[src/rtl/eeprom_pkg.sv]
// Shared types and constants for the EEPROM autoload/host-read/bit-bang arbiter.
package eeprom_pkg;

    localparam int unsigned WORD_W = 16;
    localparam int unsigned ADDR_W = 8;

    localparam logic [WORD_W-1:0] CSUM_GOOD_DEF = 16'hBABA;

    typedef enum logic [2:0] {
        LOAD_REQ  = 3'd0,
        LOAD_WAIT = 3'd1,
        IDLE      = 3'd2,
        RD_REQ    = 3'd3,
        RD_WAIT   = 3'd4,
        BB_GNT    = 3'd5
    } state_e;

endpackage

[src/rtl/eeprom_csum.sv]
// 16-bit wrap-around checksum accumulator used during autoload.
// match_o_c reports whether the sum including the word being added equals CSUM_GOOD.
module eeprom_csum
    import eeprom_pkg::*;
#(
    parameter logic [WORD_W-1:0] CSUM_GOOD = CSUM_GOOD_DEF
) (
    input  logic              clk,
    input  logic              rst_n,
    input  logic              clr_i,
    input  logic              add_i,
    input  logic [WORD_W-1:0] data_i,
    output logic              match_o_c
);

    logic [WORD_W-1:0] sum_q;
    logic [WORD_W-1:0] sum_d;
    logic [WORD_W-1:0] sum_next;

    assign sum_next  = WORD_W'(sum_q + data_i);
    assign match_o_c = (sum_next == CSUM_GOOD);

    always_comb begin
        sum_d = sum_q;
        if (clr_i) begin
            sum_d = '0;
        end else if (add_i) begin
            sum_d = sum_next;
        end
    end

    always_ff @(posedge clk or negedge rst_n) begin
        if (!rst_n) begin
            sum_q <= '0;
        end else begin
            sum_q <= sum_d;
        end
    end

endmodule

[src/rtl/eeprom_arbiter.sv]
// Sequencer/arbiter for the shared EEPROM read engine and pins: autoload, host EERD reads, EECD bit-bang grant.
// Autoload and checksum are present only when EEPROM_AUTOLOAD_EN is defined.
module eeprom_arbiter
    import eeprom_pkg::*;
#(
    parameter int unsigned       LOAD_WORDS = 64,
    parameter logic [WORD_W-1:0] CSUM_GOOD  = CSUM_GOOD_DEF
) (
    input  logic              clk,
    input  logic              rst_n,
    input  logic              eerd_start,
    input  logic [ADDR_W-1:0] eerd_addr,
    output logic [WORD_W-1:0] eerd_data,
    output logic              eerd_done,
    input  logic              ee_req,
    output logic              ee_gnt,
    output logic              bb_sel,
    output logic              eng_start,
    output logic [ADDR_W-1:0] eng_addr,
    input  logic              eng_busy,
    input  logic              eng_valid,
    input  logic [WORD_W-1:0] eng_data,
    output logic              ld_we,
    output logic [ADDR_W-1:0] ld_addr,
    output logic [WORD_W-1:0] ld_data,
    output logic              load_done,
    output logic              csum_ok
);

    if (LOAD_WORDS < 1 || LOAD_WORDS > 256 || $bits(CSUM_GOOD) != WORD_W) begin : g_bad_cfg
        $error("eeprom_arbiter: LOAD_WORDS must be 1..256");
    end

`ifdef EEPROM_AUTOLOAD_EN
    localparam state_e RST_STATE = LOAD_REQ;
    logic [ADDR_W-1:0] idx_q, idx_d;
    logic              csum_clr, csum_add, csum_match;

    eeprom_csum #(.CSUM_GOOD(CSUM_GOOD)) u_csum (
        .clk      (clk),
        .rst_n    (rst_n),
        .clr_i    (csum_clr),
        .add_i    (csum_add),
        .data_i   (eng_data),
        .match_o_c(csum_match)
    );
`else
    localparam state_e RST_STATE = IDLE;
`endif

    state_e            state_q, state_d;
    logic              pend_q, pend_d;
    logic [ADDR_W-1:0] pend_addr_q, pend_addr_d;
    logic [WORD_W-1:0] eerd_data_q, eerd_data_d;
    logic              eerd_done_q, eerd_done_d;
    logic              ee_gnt_q, ee_gnt_d;
    logic              bb_sel_q, bb_sel_d;
    logic              eng_start_q, eng_start_d;
    logic [ADDR_W-1:0] eng_addr_q, eng_addr_d;
    logic              ld_we_q, ld_we_d;
    logic [ADDR_W-1:0] ld_addr_q, ld_addr_d;
    logic [WORD_W-1:0] ld_data_q, ld_data_d;
    logic              load_done_q, load_done_d;
    logic              csum_ok_q, csum_ok_d;

    // A start arriving this cycle is visible immediately so IDLE can issue without a bubble.
    logic              rd_pend;
    logic [ADDR_W-1:0] rd_addr;
    assign rd_pend = pend_q | eerd_start;
    assign rd_addr = eerd_start ? eerd_addr : pend_addr_q;

    always_comb begin
        state_d     = state_q;
        pend_d      = pend_q;
        pend_addr_d = pend_addr_q;
        eerd_data_d = eerd_data_q;
        eerd_done_d = eerd_done_q;
        ee_gnt_d    = ee_gnt_q;
        bb_sel_d    = bb_sel_q;
        eng_start_d = 1'b0;
        eng_addr_d  = eng_addr_q;
        ld_we_d     = 1'b0;
        ld_addr_d   = ld_addr_q;
        ld_data_d   = ld_data_q;
        load_done_d = load_done_q;
        csum_ok_d   = csum_ok_q;
`ifdef EEPROM_AUTOLOAD_EN
        idx_d       = idx_q;
        csum_clr    = 1'b0;
        csum_add    = 1'b0;
`else
        load_done_d = 1'b1;
`endif

        case (state_q)
`ifdef EEPROM_AUTOLOAD_EN
            LOAD_REQ: begin
                csum_clr = (idx_q == '0);
                if (!eng_busy) begin
                    eng_start_d = 1'b1;
                    eng_addr_d  = idx_q;
                    state_d     = LOAD_WAIT;
                end
            end
            LOAD_WAIT: begin
                if (eng_valid) begin
                    ld_we_d   = 1'b1;
                    ld_addr_d = idx_q;
                    ld_data_d = eng_data;
                    csum_add  = 1'b1;
                    if (idx_q == ADDR_W'(LOAD_WORDS - 1)) begin
                        load_done_d = 1'b1;
                        csum_ok_d   = csum_match;
                        state_d     = IDLE;
                    end else begin
                        idx_d   = idx_q + ADDR_W'(1);
                        state_d = LOAD_REQ;
                    end
                end
            end
`endif
            IDLE: begin
                if (rd_pend) begin
                    if (!eng_busy) begin
                        eng_start_d = 1'b1;
                        eng_addr_d  = rd_addr;
                        state_d     = RD_WAIT;
                    end else begin
                        state_d = RD_REQ;
                    end
                end else if (ee_req && !eng_busy) begin
                    ee_gnt_d = 1'b1;
                    bb_sel_d = 1'b1;
                    state_d  = BB_GNT;
                end
            end
            RD_REQ: begin
                if (!eng_busy) begin
                    eng_start_d = 1'b1;
                    eng_addr_d  = rd_addr;
                    state_d     = RD_WAIT;
                end
            end
            RD_WAIT: begin
                if (eng_valid) begin
                    eerd_data_d = eng_data;
                    eerd_done_d = 1'b1;
                    pend_d      = 1'b0;
                    state_d     = IDLE;
                end
            end
            BB_GNT: begin
                if (!ee_req) begin
                    ee_gnt_d = 1'b0;
                    bb_sel_d = 1'b0;
                    state_d  = IDLE;
                end
            end
            default: state_d = IDLE;
        endcase

        // A new host start always wins over completion in the same cycle.
        if (eerd_start) begin
            pend_d      = 1'b1;
            pend_addr_d = eerd_addr;
            eerd_done_d = 1'b0;
        end
    end

    always_ff @(posedge clk or negedge rst_n) begin
        if (!rst_n) begin
            state_q     <= RST_STATE;
            pend_q      <= 1'b0;
            pend_addr_q <= '0;
            eerd_data_q <= '0;
            eerd_done_q <= 1'b0;
            ee_gnt_q    <= 1'b0;
            bb_sel_q    <= 1'b0;
            eng_start_q <= 1'b0;
            eng_addr_q  <= '0;
            ld_we_q     <= 1'b0;
            ld_addr_q   <= '0;
            ld_data_q   <= '0;
            load_done_q <= 1'b0;
            csum_ok_q   <= 1'b0;
`ifdef EEPROM_AUTOLOAD_EN
            idx_q       <= '0;
`endif
        end else begin
            state_q     <= state_d;
            pend_q      <= pend_d;
            pend_addr_q <= pend_addr_d;
            eerd_data_q <= eerd_data_d;
            eerd_done_q <= eerd_done_d;
            ee_gnt_q    <= ee_gnt_d;
            bb_sel_q    <= bb_sel_d;
            eng_start_q <= eng_start_d;
            eng_addr_q  <= eng_addr_d;
            ld_we_q     <= ld_we_d;
            ld_addr_q   <= ld_addr_d;
            ld_data_q   <= ld_data_d;
            load_done_q <= load_done_d;
            csum_ok_q   <= csum_ok_d;
`ifdef EEPROM_AUTOLOAD_EN
            idx_q       <= idx_d;
`endif
        end
    end

    assign eerd_data = eerd_data_q;
    assign eerd_done = eerd_done_q;
    assign ee_gnt    = ee_gnt_q;
    assign bb_sel    = bb_sel_q;
    assign eng_start = eng_start_q;
    assign eng_addr  = eng_addr_q;
    assign ld_we     = ld_we_q;
    assign ld_addr   = ld_addr_q;
    assign ld_data   = ld_data_q;
    assign load_done = load_done_q;
    assign csum_ok   = csum_ok_q;

endmodule

[config.mk]
export PLATFORM = sky130hd
export DESIGN_NAME = eeprom_arbiter
export DESIGN_NICKNAME = d
export VERILOG_FILES = /design/src/rtl/eeprom_pkg.sv /design/src/rtl/eeprom_csum.sv /design/src/rtl/eeprom_arbiter.sv
export SDC_FILE = /design/constraint.sdc
export NUM_CORES = 1
export LEC_CHECK = 0
export ABC_CLOCK_PERIOD_IN_PS = 3000
export BUFFER_PORTS_ARGS = -buffer_cell sky130_fd_sc_hd__buf_2
export CAP_MARGIN = 20
export CORE_MARGIN = 1.5
export CORE_UTILIZATION = 40
export CTS_BUF_LIST = sky130_fd_sc_hd__clkbuf_16
export DETAILED_ROUTE_END_ITERATION = 10
export PLACE_DENSITY = 0.72
export RECOVER_POWER = 25
export SETUP_SLACK_MARGIN = 0.05
export SYNTH_ARGS = -nofsm -noshare
export SYNTH_HDL_FRONTEND = slang
export SYNTH_HIERARCHICAL = 1
export SYNTH_SLANG_ARGS = --single-unit
export TNS_END_PERCENT = 20
[constraint.sdc]
create_clock -name clk -period 3 [get_ports clk]
set_input_delay 0.45 -clock clk [delete_from_list [all_inputs] [get_ports clk]]
set_output_delay 0.45 -clock clk [all_outputs]
set_load 0.02 [all_outputs]
==> metrics.cfg <==
[run_status]
status = complete, but fails checks
violations = max-capacitance violations, max-slew violations

[global_route]
grt_pass1_wl_mm = 5.42
grt_use_total_pct = 14.1
first_global_vias = 1127
grt_max_degree = 41
antenna_found_initial = 0
overflow = 0

[yosys]
synthSimpleGateAreaFrac_pct = 5.93
syn_inst = 133
ys_seq_area_share_pct = 55.9
synth_compound_area_share_pct = 3.35
netlist_area_sq_mm = 0.00179
muxShareOfSynthArea_pct = 21.3
synth_seq_cells = 40
syn_area_per_cell_sq_um = 13.5
synthAdderAreaFrac_pct = 0
synth_top_family_by_area = multiplexers
synth_xor_area_share_pct = 0
synth_warnings = 6
yosysUniqueCellTypes = 26

[layout]
drive_above_1_share_pct = 49.5
finalNonFillerCells = 246
layout.nets = 224
diodes = 0
utilization_pct = 50.0
area_growth_pct = 20.5
design_area_sq_mm = 0.00216
layout_commonest_cell = buf_2
fill_cells = 419
final_cell_mix = buf_2 (56), dfrtp_1 (39), mux2_2 (29), conb_1 (27), clkbuf_16 (5)

[floorplanning]
die_width_um = 70.0
dieHeight_um = 70.0
start_util_pct = 41.5
ios = 85
rows = 24
core_area_sq_mm = 0.00432
die-area_sq_mm = 0.00490

[setup_path]
path_cells = nand2b_1, nor3b_2, buf_4, mux2_2
cp-start-kind = register
max_stage_delay_ns = 0.59
crit_family = simple AND/OR/NAND/NOR gates
crit_type = reg2reg
cp_slowest_cell = nor3b_2
critPathCaptureType = register
path_buf_inv = 1
worstPathRequired_ns = 3.16
crit_arrival_ns = 2.11
crit_fanout = 10

[clock_tree]
numClockSinks = 40
clkLatencyLatePin_ns = 0.27
cts_resized = 0
htreeDepth = 2
clk_pin_slew_ns = 0.05
clock_path_buffers = 2
tritoncts = built
ctsHoldBuffers = 0
post_cts_buffers = 0
cts_buffers = 5
cts_root_buffer = clkbuf_16

[timing]
max_freq_ghz = 0.513
finalHoldViolCount = 0
setup_tns_ns = 0
finalCritPeriodShare_pct = 65.0
max_slew_margin_pct = -36.8
min_period_ns = 1.95
worst_clock_skew_ns = 0.00231
rsz0062_at_grt = no
slew_violations = 41
worst_slew_pin_slew_ns = 2.05
setup_viol = 0

[hold_path]
hp-class = in2reg

[drt]
route.detailed.drc = 0
drt-total-wl_mm = 3.12
vias = 1120
drtIter0Drc = 58
firstDrtPassIters = 4
post_drt_wl_per_cell_um = 12.7
ant_nets = 0
via_per_inst = 4.55

[placement]
dpl_cell_area_sq_mm = 0.00203
io_buffers = 58
placed_cells = 239
gp_congestion = 0.731
hpwl_mm = 2.28

[power_and_ir_drop]
p_leak_nw = 1.09
p_per_area_mw_per_mm2 = 980
vdd_ir_drop_max_mv = 0.465
power_mw = 2.12

[job]
drv_cap = 1

-- layout make-up --
type	count	area (sq um)	area share, %
clock buffer	5	125	5.79
clock inverter	2	8.76	0.405
inverter	3	11.3	0.521
multi-input combinational	85	654	30.3
sequential	40	1000	46.4
tap	52	65.1	3.01
timing repair buffer	59	295	13.7
-- worst paths after layout --
check | from | to | slack, ns | cells after the start
worst max-delay path | state_q[2]$_DFFE_PN0P_ | eerd_data[8]$_DFFE_PN0P_ | 1.05 | 4
min in group asynchronous | rst_n | pend_addr_q[4]$_DFF_PN0_ | 0.76 | 1
worst min-delay path | eng_data[12] | eerd_data[12]$_DFFE_PN0P_ | 0.40 | 2
worst max register to register | state_q[2]$_DFFE_PN0P_ | eerd_data[8]$_DFFE_PN0P_ | 1.05 | 4
max in group asynchronous | rst_n | eng_addr[0]$_DFFE_PN0P_ | 1.07 | 1
worst min register to register | pend_addr_q[7]$_DFF_PN0_ | pend_addr_q[7]$_DFF_PN0_ | 0.48 | 1
-- kinds of logic after synthesis --
family / count (synthesis)
and+or+nand+nor: 15
muxes: 34
other: 2
DFF: 40
buffers and inverters: 33
AOI/OAI and AO/OA: 9
-- synth_stat cells, drive strengths merged --
cell type | number | area [sq um]
a21oi | 2 | 10.0
dfrtp | 39 | 976
conb | 2 | 7.51
buf | 29 | 221
inv | 3 | 11.3
nor2b | 1 | 6.26
o211ai | 1 | 12.5
clkbuf | 1 | 3.75
mux2 | 33 | 372
nor4b | 1 | 23.8
nor3 | 1 | 5.00
or3 | 1 | 6.26
o21bai | 1 | 7.51
nand3b | 1 | 7.51
mux2i | 1 | 10.0
o311ai | 1 | 8.76
o21ai | 3 | 15.0
nand2b | 1 | 6.26
nor2 | 4 | 15.0
dfstp | 1 | 26.3
and3b | 2 | 17.5
nor3b | 2 | 15.0
a31oi | 1 | 6.26
nand2 | 1 | 3.75
-- worst register-to-register path: stages (launching register included) --
cell      delay (ns)
dfrtp_1         0.47
nand2b_1        0.11
nor3b_2         0.59
buf_4           0.31
mux2_2          0.35
-- registers in the layout, summed over array words and instances, names as in the netlist --
signal and flops:
pend_addr_q 8, state_q 3, bb_sel 1, load_done 1, eng_addr 8, eerd_done 1, eerd_data 16, pend_q 1
eng_start 1
-- power by group --
| part | switching (mW) | internal, mW |
|---|---|---|
| Combinational | 0.434 | 0.335 |
| Sequential | 0.118 | 0.746 |
| Clock | 0.188 | 0.298 |
| Total | 0.741 | 1.38 |
-- metal layers --
layer  global-route usage (%)  up-vias  routed length, um
li1                         -      519                  -
met1                     18.3      537               1370
met2                     21.3       61               1410
met3                     6.35        3                307
met4                     4.49        0                 38
met5                        0        -                  0
-- per-stage QoR --
step,hold slack [ns],setup slack (ns)
6_report,0.403,1.05
5_1_grt,0.402,0.634
4_1_cts,0.326,0.995
3_5_place_dp,0.484,1.00
3_3_place_gp,0.477,1.06
2_1_floorplan,0.154,1.45
Power figures use the tool's default switching activity.
